`config.mk`:
```
export PLATFORM = sky130hd
export DESIGN_NAME = bit_scatter_seq
export DESIGN_NICKNAME = d
export VERILOG_FILES = /design/src/rtl/bit_scatter_seq_pkg.sv /design/src/rtl/bit_scatter_seq.sv
export SDC_FILE = /design/constraint.sdc
export NUM_CORES = 1
export LEC_CHECK = 0
export ABC_AREA = 1
export CORE_ASPECT_RATIO = 1.4
export CORE_MARGIN = 3
export CORE_UTILIZATION = 30
export DETAILED_ROUTE_END_ITERATION = 10
export SLEW_MARGIN = 5
export SYNTH_ARGS = -nofsm -noshare
export SYNTH_HDL_FRONTEND = slang
export SYNTH_SLANG_ARGS = --single-unit
```
`constraint.sdc`:
```
create_clock -name clk -period 2.19 [get_ports clk]
set_input_delay 0.438 -clock clk [delete_from_list [all_inputs] [get_ports clk]]
set_output_delay 0.438 -clock clk [all_outputs]
set_load 0.05 [all_outputs]
```
`src/rtl/bit_scatter_seq_pkg.sv`:
```
// rtl/bit_scatter_seq_pkg.sv - shared types and constants for the line-scatter sequencer
//
// Purpose: FSM state encoding, default geometry and output reset values
// shared by the sequencer and anything that needs to talk about its states.

package bit_scatter_seq_pkg;

    // Default geometry: 16 decoder lines addressed by a 4-bit index.
    localparam int N_LINES_DEF = 16;
    localparam int SEL_W_DEF   = 4;

    // Values presented to the decoder while idle or after reset.
    localparam int   SEL_RST = 0;
    localparam logic VAL_RST = 1'b0;

    typedef enum logic [1:0] {
        ST_IDLE = 2'd0,
        ST_SCAN = 2'd1,
        ST_DONE = 2'd2
    } state_t;

endpackage

```
`src/rtl/bit_scatter_seq.sv`:
```
// rtl/bit_scatter_seq.sv - walks a masked data word onto a 1-to-16 line decoder
//
// Purpose: accepts one {data, mask} word, then presents line indices
// 0..N_LINES-1 on consecutive cycles, pulsing strobe for each masked line
// with that line's data bit on val. Ends with a one-cycle done pulse that
// carries the number of strobes issued. abort cancels a scan in progress.
//
// Ports:
//   clk         clock, all state changes on the rising edge
//   rst         synchronous active-high reset
//   in_valid    request present
//   in_ready    block can accept a request (idle and not in reset)
//   in_data     bit i is the value for line i
//   in_mask     bit i set means line i is driven
//   abort       cancel the current scan (only honoured while scanning)
//   sel         registered line index to the decoder
//   val         registered bit value to the decoder
//   strobe      registered, sel/val valid for a masked line this cycle
//   done        registered one-cycle completion pulse
//   strobe_cnt  strobes issued; final value valid while done is high

module bit_scatter_seq
    import bit_scatter_seq_pkg::*;
#(
    parameter int N_LINES = N_LINES_DEF,
    parameter int SEL_W   = SEL_W_DEF
) (
    input  logic               clk,
    input  logic               rst,
    input  logic               in_valid,
    output logic               in_ready,
    input  logic [N_LINES-1:0] in_data,
    input  logic [N_LINES-1:0] in_mask,
    input  logic               abort,
    output logic [SEL_W-1:0]   sel,
    output logic               val,
    output logic               strobe,
    output logic               done,
    output logic [SEL_W:0]     strobe_cnt
);

    state_t             r_state;
    logic [N_LINES-1:0] r_data;
    logic [N_LINES-1:0] r_mask;
    logic [SEL_W-1:0]   r_idx;
    logic               r_val;
    logic               r_strobe;
    logic               r_done;
    logic [SEL_W:0]     r_cnt;

    state_t             w_state_nxt;
    logic [SEL_W-1:0]   w_idx_nxt;
    logic               w_val_nxt;
    logic               w_strobe_nxt;
    logic               w_done_nxt;
    logic [SEL_W:0]     w_cnt_nxt;
    logic               w_capture;
    logic               w_ready;
    logic               w_accept;
    logic               w_last;
    logic [SEL_W-1:0]   w_idx_inc;

    // Ready is forced low while rst is asserted so nothing is accepted in
    // the reset cycle even though the state register already reads IDLE.
    assign w_ready   = (r_state == ST_IDLE) && !rst;
    assign w_accept  = in_valid && w_ready;
    assign w_last    = (r_idx == SEL_W'(N_LINES - 1));
    assign w_idx_inc = r_idx + 1'b1;

    // The outputs are registered, so each edge loads the decoder values for
    // the cycle that follows it. The accept edge therefore already loads
    // line 0, and every scan edge loads line idx+1. sel always equals idx.
    always_comb begin
        w_state_nxt  = r_state;
        w_idx_nxt    = r_idx;
        w_val_nxt    = r_val;
        w_strobe_nxt = 1'b0;
        w_done_nxt   = 1'b0;
        w_cnt_nxt    = r_cnt;
        w_capture    = 1'b0;

        case (r_state)
            ST_IDLE: begin
                if (w_accept) begin
                    w_capture = 1'b1;
                    w_idx_nxt = '0;
                    if (in_mask == '0) begin
                        w_state_nxt = ST_DONE;
                        w_done_nxt  = 1'b1;
                        w_cnt_nxt   = '0;
                    end else begin
                        w_state_nxt  = ST_SCAN;
                        w_strobe_nxt = in_mask[0];
                        if (in_mask[0]) begin
                            w_val_nxt = in_data[0];
                        end
                        w_cnt_nxt = {{SEL_W{1'b0}}, in_mask[0]};
                    end
                end
            end

            ST_SCAN: begin
                if (abort) begin
                    // Drop everything: no further strobes, no done, count discarded.
                    w_state_nxt = ST_IDLE;
                    w_cnt_nxt   = '0;
                end else if (w_last) begin
                    w_state_nxt = ST_DONE;
                    w_done_nxt  = 1'b1;
                end else begin
                    w_idx_nxt    = w_idx_inc;
                    w_strobe_nxt = r_mask[w_idx_inc];
                    if (r_mask[w_idx_inc]) begin
                        w_val_nxt = r_data[w_idx_inc];
                    end
                    w_cnt_nxt = r_cnt + {{SEL_W{1'b0}}, r_mask[w_idx_inc]};
                end
            end

            ST_DONE: begin
                w_state_nxt = ST_IDLE;
            end

            default: begin
                w_state_nxt = ST_IDLE;
            end
        endcase
    end

    always_ff @(posedge clk) begin
        if (rst) begin
            r_state <= ST_IDLE;
        end else begin
            r_state <= w_state_nxt;
        end
    end

    always_ff @(posedge clk) begin
        if (rst) begin
            r_data   <= '0;
            r_mask   <= '0;
            r_idx    <= SEL_W'(SEL_RST);
            r_val    <= VAL_RST;
            r_strobe <= 1'b0;
            r_done   <= 1'b0;
            r_cnt    <= '0;
        end else begin
            if (w_capture) begin
                r_data <= in_data;
                r_mask <= in_mask;
            end
            r_idx    <= w_idx_nxt;
            r_val    <= w_val_nxt;
            r_strobe <= w_strobe_nxt;
            r_done   <= w_done_nxt;
            r_cnt    <= w_cnt_nxt;
        end
    end

    assign in_ready   = w_ready;
    assign sel        = r_idx;
    assign val        = r_val;
    assign strobe     = r_strobe;
    assign done       = r_done;
    assign strobe_cnt = r_cnt;

endmodule
```
==> impl_metrics.xml <==
<?xml version="1.0" encoding="UTF-8"?>
<metrics>
  <group name="clock_tree">
    <metric name="cts_max_level" unit="">2</metric>
    <metric name="cts_buffers" unit="">5</metric>
    <metric name="cts_root_buffer" unit="">clkbuf_8</metric>
    <metric name="clock_sink_count" unit="">46</metric>
    <metric name="ctsHoldBuffers" unit="">0</metric>
    <metric name="cts_tree" unit="">built</metric>
    <metric name="postCtsSetupRepairBufs" unit="">0</metric>
    <metric name="post_cts.resized_instances" unit="">0</metric>
    <metric name="clock_slew_at_the_register_clock_pins_of_the_worst_setup_and_hold_paths" unit="ns">0.07</metric>
    <metric name="clk_latency" unit="ns">0.30</metric>
    <metric name="clk_path_buf_depth" unit="">2</metric>
  </group>
  <group name="worst_setup_path">
    <metric name="crit_path_cell_trace" unit="">clkdlybuf4s50_1</metric>
    <metric name="delay_contributed_by_the_slowest_stage_of_the_critical_path" unit="ns">0.85</metric>
    <metric name="worst-setup-path-type" unit="">reg2out</metric>
    <metric name="cp_max_fo" unit="">5</metric>
    <metric name="start_kind" unit="">flip-flop</metric>
    <metric name="crit_buf_inv" unit="">1</metric>
    <metric name="critical_path.top_delay_family" unit="">buffers and inverters</metric>
    <metric name="critPathArrivalTime" unit="ns">1.62</metric>
    <metric name="timing.critical_path.slowest_stage_cell" unit="">clkdlybuf4s50_1</metric>
    <metric name="worst_ep_required_time" unit="ns">1.75</metric>
    <metric name="setup.worst_path.end_class" unit="">primary output</metric>
  </group>
  <group name="global_route">
    <metric name="groute.usage.overall" unit="%">13.32</metric>
    <metric name="overflow" unit="">0</metric>
    <metric name="global_route_wire_length_before_repair" unit="mm">9.018</metric>
    <metric name="number_of_antenna_violations_at_the_first_check_in_global_routing" unit="">0</metric>
    <metric name="via_count_of_the_first_global_routing_pass" unit="">1997</metric>
    <metric name="grt_start_max_net_pins" unit="">44</metric>
  </group>
  <group name="route">
    <metric name="drc_errors" unit="">0</metric>
    <metric name="vias" unit="">2056</metric>
    <metric name="detailedRoute.firstPassIterationCount" unit="">4</metric>
    <metric name="avgViaCountPerCell" unit="">4.631</metric>
    <metric name="wire_length_per_cell_after_detailed_routing" unit="microns">12.02</metric>
    <metric name="drt_iter0_drc" unit="">105</metric>
    <metric name="final_antenna_net_count" unit="">0</metric>
    <metric name="finalWirelength" unit="mm">5.339</metric>
  </group>
  <group name="placed_design">
    <metric name="port_buffers" unit="">48</metric>
    <metric name="globalplace.congestion" unit="">0.8326</metric>
    <metric name="dp.cells" unit="">437</metric>
    <metric name="post-dp-hpwl" unit="mm">4.149</metric>
  </group>
  <group name="floorplan">
    <metric name="core-area" unit="sq um">7072</metric>
    <metric name="starting_utilization_of_the_core_area" unit="%">31.25</metric>
    <metric name="fp-row-count" unit="">36</metric>
    <metric name="dieArea" unit="sq um">8446</metric>
    <metric name="die_x" unit="microns">78.53</metric>
    <metric name="boundaryPins" unit="">49</metric>
    <metric name="die_h" unit="microns">107.5</metric>
  </group>
  <group name="logic_synthesis">
    <metric name="syn-cell-area" unit="sq um">2210</metric>
    <metric name="seq_area_frac_synth" unit="%">41.68</metric>
    <metric name="synth_compound_area_share" unit="%">18.86</metric>
    <metric name="post_syn_instances" unit="">301</metric>
    <metric name="ys_seq_elements" unit="">46</metric>
    <metric name="synth_xor_area_share" unit="%">2.661</metric>
    <metric name="ys_warn_count" unit="">0</metric>
    <metric name="synth.distinct_cells" unit="">32</metric>
    <metric name="synth-simple-area-share" unit="%">23.84</metric>
    <metric name="post_synth.cell_area_avg" unit="sq um">7.341</metric>
    <metric name="post_synth_fa_ha_maj_area_fraction" unit="%">1.699</metric>
    <metric name="mappedNetlistNets" unit="">340</metric>
    <metric name="multiplexer_area_fraction_after_synthesis" unit="%">0</metric>
    <metric name="synth_top_family_by_area" unit="">simple AND/OR/NAND/NOR gates</metric>
  </group>
  <group name="timing">
    <metric name="setup_viol_count_final" unit="">0</metric>
    <metric name="fin_worst_skew" unit="ns">0.007268</metric>
    <metric name="tns" unit="ns">0</metric>
    <metric name="rsz_0062_raised_after_global_routing" unit="">no</metric>
    <metric name="final.period_utilization" unit="%">93.75</metric>
    <metric name="period_needed" unit="ns">2.053</metric>
    <metric name="achievable-frequency" unit="MHz">487.1</metric>
    <metric name="timing.final.max_slew_violations" unit="">0</metric>
    <metric name="worst_slew_margin_rel" unit="%">64.55</metric>
    <metric name="report.final.hold_viol_count" unit="">0</metric>
    <metric name="worstMarginPinSlew" unit="ns">0.5300</metric>
  </group>
  <group name="power_and_ir_drop">
    <metric name="power_density" unit="nW/um^2">593.4</metric>
    <metric name="power.leakage" unit="nW">1.160</metric>
    <metric name="highest_ir_drop_seen_on_vdd" unit="mV">0.2056</metric>
  </group>
  <group name="layout">
    <metric name="post_route_cells_drive_above_1_share" unit="%">10.32</metric>
    <metric name="layout_commonest_cell" unit="">nand2_1</metric>
    <metric name="layoutNonFillerInstCount" unit="">444</metric>
    <metric name="antenna-diode-count" unit="">0</metric>
    <metric name="final_core_utilization" unit="%">40.89</metric>
    <metric name="most-common-layout-cells" unit="">nand2_1 (55), clkdlybuf4s50_1 (45), dfxtp_1 (44)</metric>
    <metric name="nets" unit="">388</metric>
    <metric name="num-fill-cells" unit="">750</metric>
    <metric name="area_growth_syn_to_layout" unit="%">30.86</metric>
  </group>
  <group name="job">
    <metric name="max_cap_violations" unit="">0</metric>
  </group>
  <group name="run_status">
    <metric name="outcome" unit="">finished, final reports clean</metric>
  </group>
  <group name="hold_path">
    <metric name="worstHoldPathType" unit="">reg2reg</metric>
  </group>
</metrics>
==> layer usage <==
layer | GRT usage [%] | vias up | part of all wire (%)
met3 | 2.513 | 8 | 3.3
met4 | 5.625 | 0 | 2.5
met1 | 15.94 | 926 | 44
met5 | 0 | - | 0
met2 | 23.03 | 39 | 51
li1 | - | 1083 | -
==> report_power, final <==
group          internal, mW  switching [mW]  total (mW)
clock network         0.220           0.261       0.481
registers             0.883          0.0153       0.898
logic                 0.148           0.188       0.336
total                  1.25           0.464        1.72
==> cell usage after synthesis <==
library cell / count / area share, %
nand2_1: 55 / 9.3
dfxtp_1: 46 / 42
a21oi_1: 38 / 8.6
inv_1: 37 / 6.3
o21ai_0: 33 / 7.5
nand3_1: 32 / 7.2
clkbuf_1: 8 / 1.4
nor2_1: 7 / 1.2
inv_2: 4 / 0.68
nand3_2: 4 / 1.8
nor4_1: 4 / 1.1
buf_6: 3 / 1.5
ha_1: 3 / 1.7
nor2_2: 3 / 0.85
and2_0: 2 / 0.57
buf_2: 2 / 0.45
nor3_1: 2 / 0.45
o211ai_1: 2 / 0.68
o21a_1: 2 / 0.68
xor2_1: 2 / 0.79
a211oi_1: 1 / 0.34
a21oi_4: 1 / 0.74
a22oi_1: 1 / 0.34
buf_4: 1 / 0.34
clkbuf_4: 1 / 0.34
inv_4: 1 / 0.28
nand2_4: 1 / 0.51
nand4_1: 1 / 0.28
nor3_2: 1 / 0.45
xnor2_1: 1 / 0.40
xnor2_2: 1 / 0.74
xor2_2: 1 / 0.74
==> final timing paths <==
kind / startpoint / to / slack, ns / cells past startpoint
min reg2reg: r_data[14] / r_data[14] / 0.46 / 2
min: r_data[14] / r_data[14] / 0.46 / 2
max reg2reg: sel[0] / strobe_cnt[4] / 0.24 / 12
max: sel[3] / sel[3] / 0.14 / 1
==> area by class of cell <==
type,instances,area [sq um],share of cell area (%)
clock buffer,7,76.32,2.640
multi-input combinational,198,1052,36.39
sequential,46,923.4,31.93
timing repair buffer,56,558.0,19.30
inverter,42,162.7,5.625
tap,95,118.9,4.111
==> metrics by stage <==
step / power, mW / setup slack (ns) / hold slack (ns) / instance area, sq um
after detailed placement: 1.253 / 0.1044 / 0.4498 / 2800
after global placement: 1.251 / 0.1862 / 0.4434 / 2800
after floorplan: 1.122 / 0.03865 / 0.4238 / 2212
final: 1.716 / 0.1370 / 0.4559 / 2892
after CTS: 1.731 / 0.09235 / 0.4608 / 2877
after global routing: 1.818 / 0.01959 / 0.4784 / 2892
==> cells by family (layout without fill, tap and decap cells) <==
kind of cell    count (synthesis)  in the layout
compound gates                 78             78
simple gates                  112            112
fa+ha+maj                       3              3
buf+inv                        57            105
flops                          46             46
xor+xnor                        5              5
==> registers in the layout, summed over array words and instances, names as in the netlist <==
| name | flops |
|---|---|
| done | 1 |
| r_data | 16 |
| r_mask | 16 |
| r_state | 2 |
| sel | 4 |
| strobe | 1 |
| strobe_cnt | 5 |
| val | 1 |
Power figures use the tool's default switching activity.
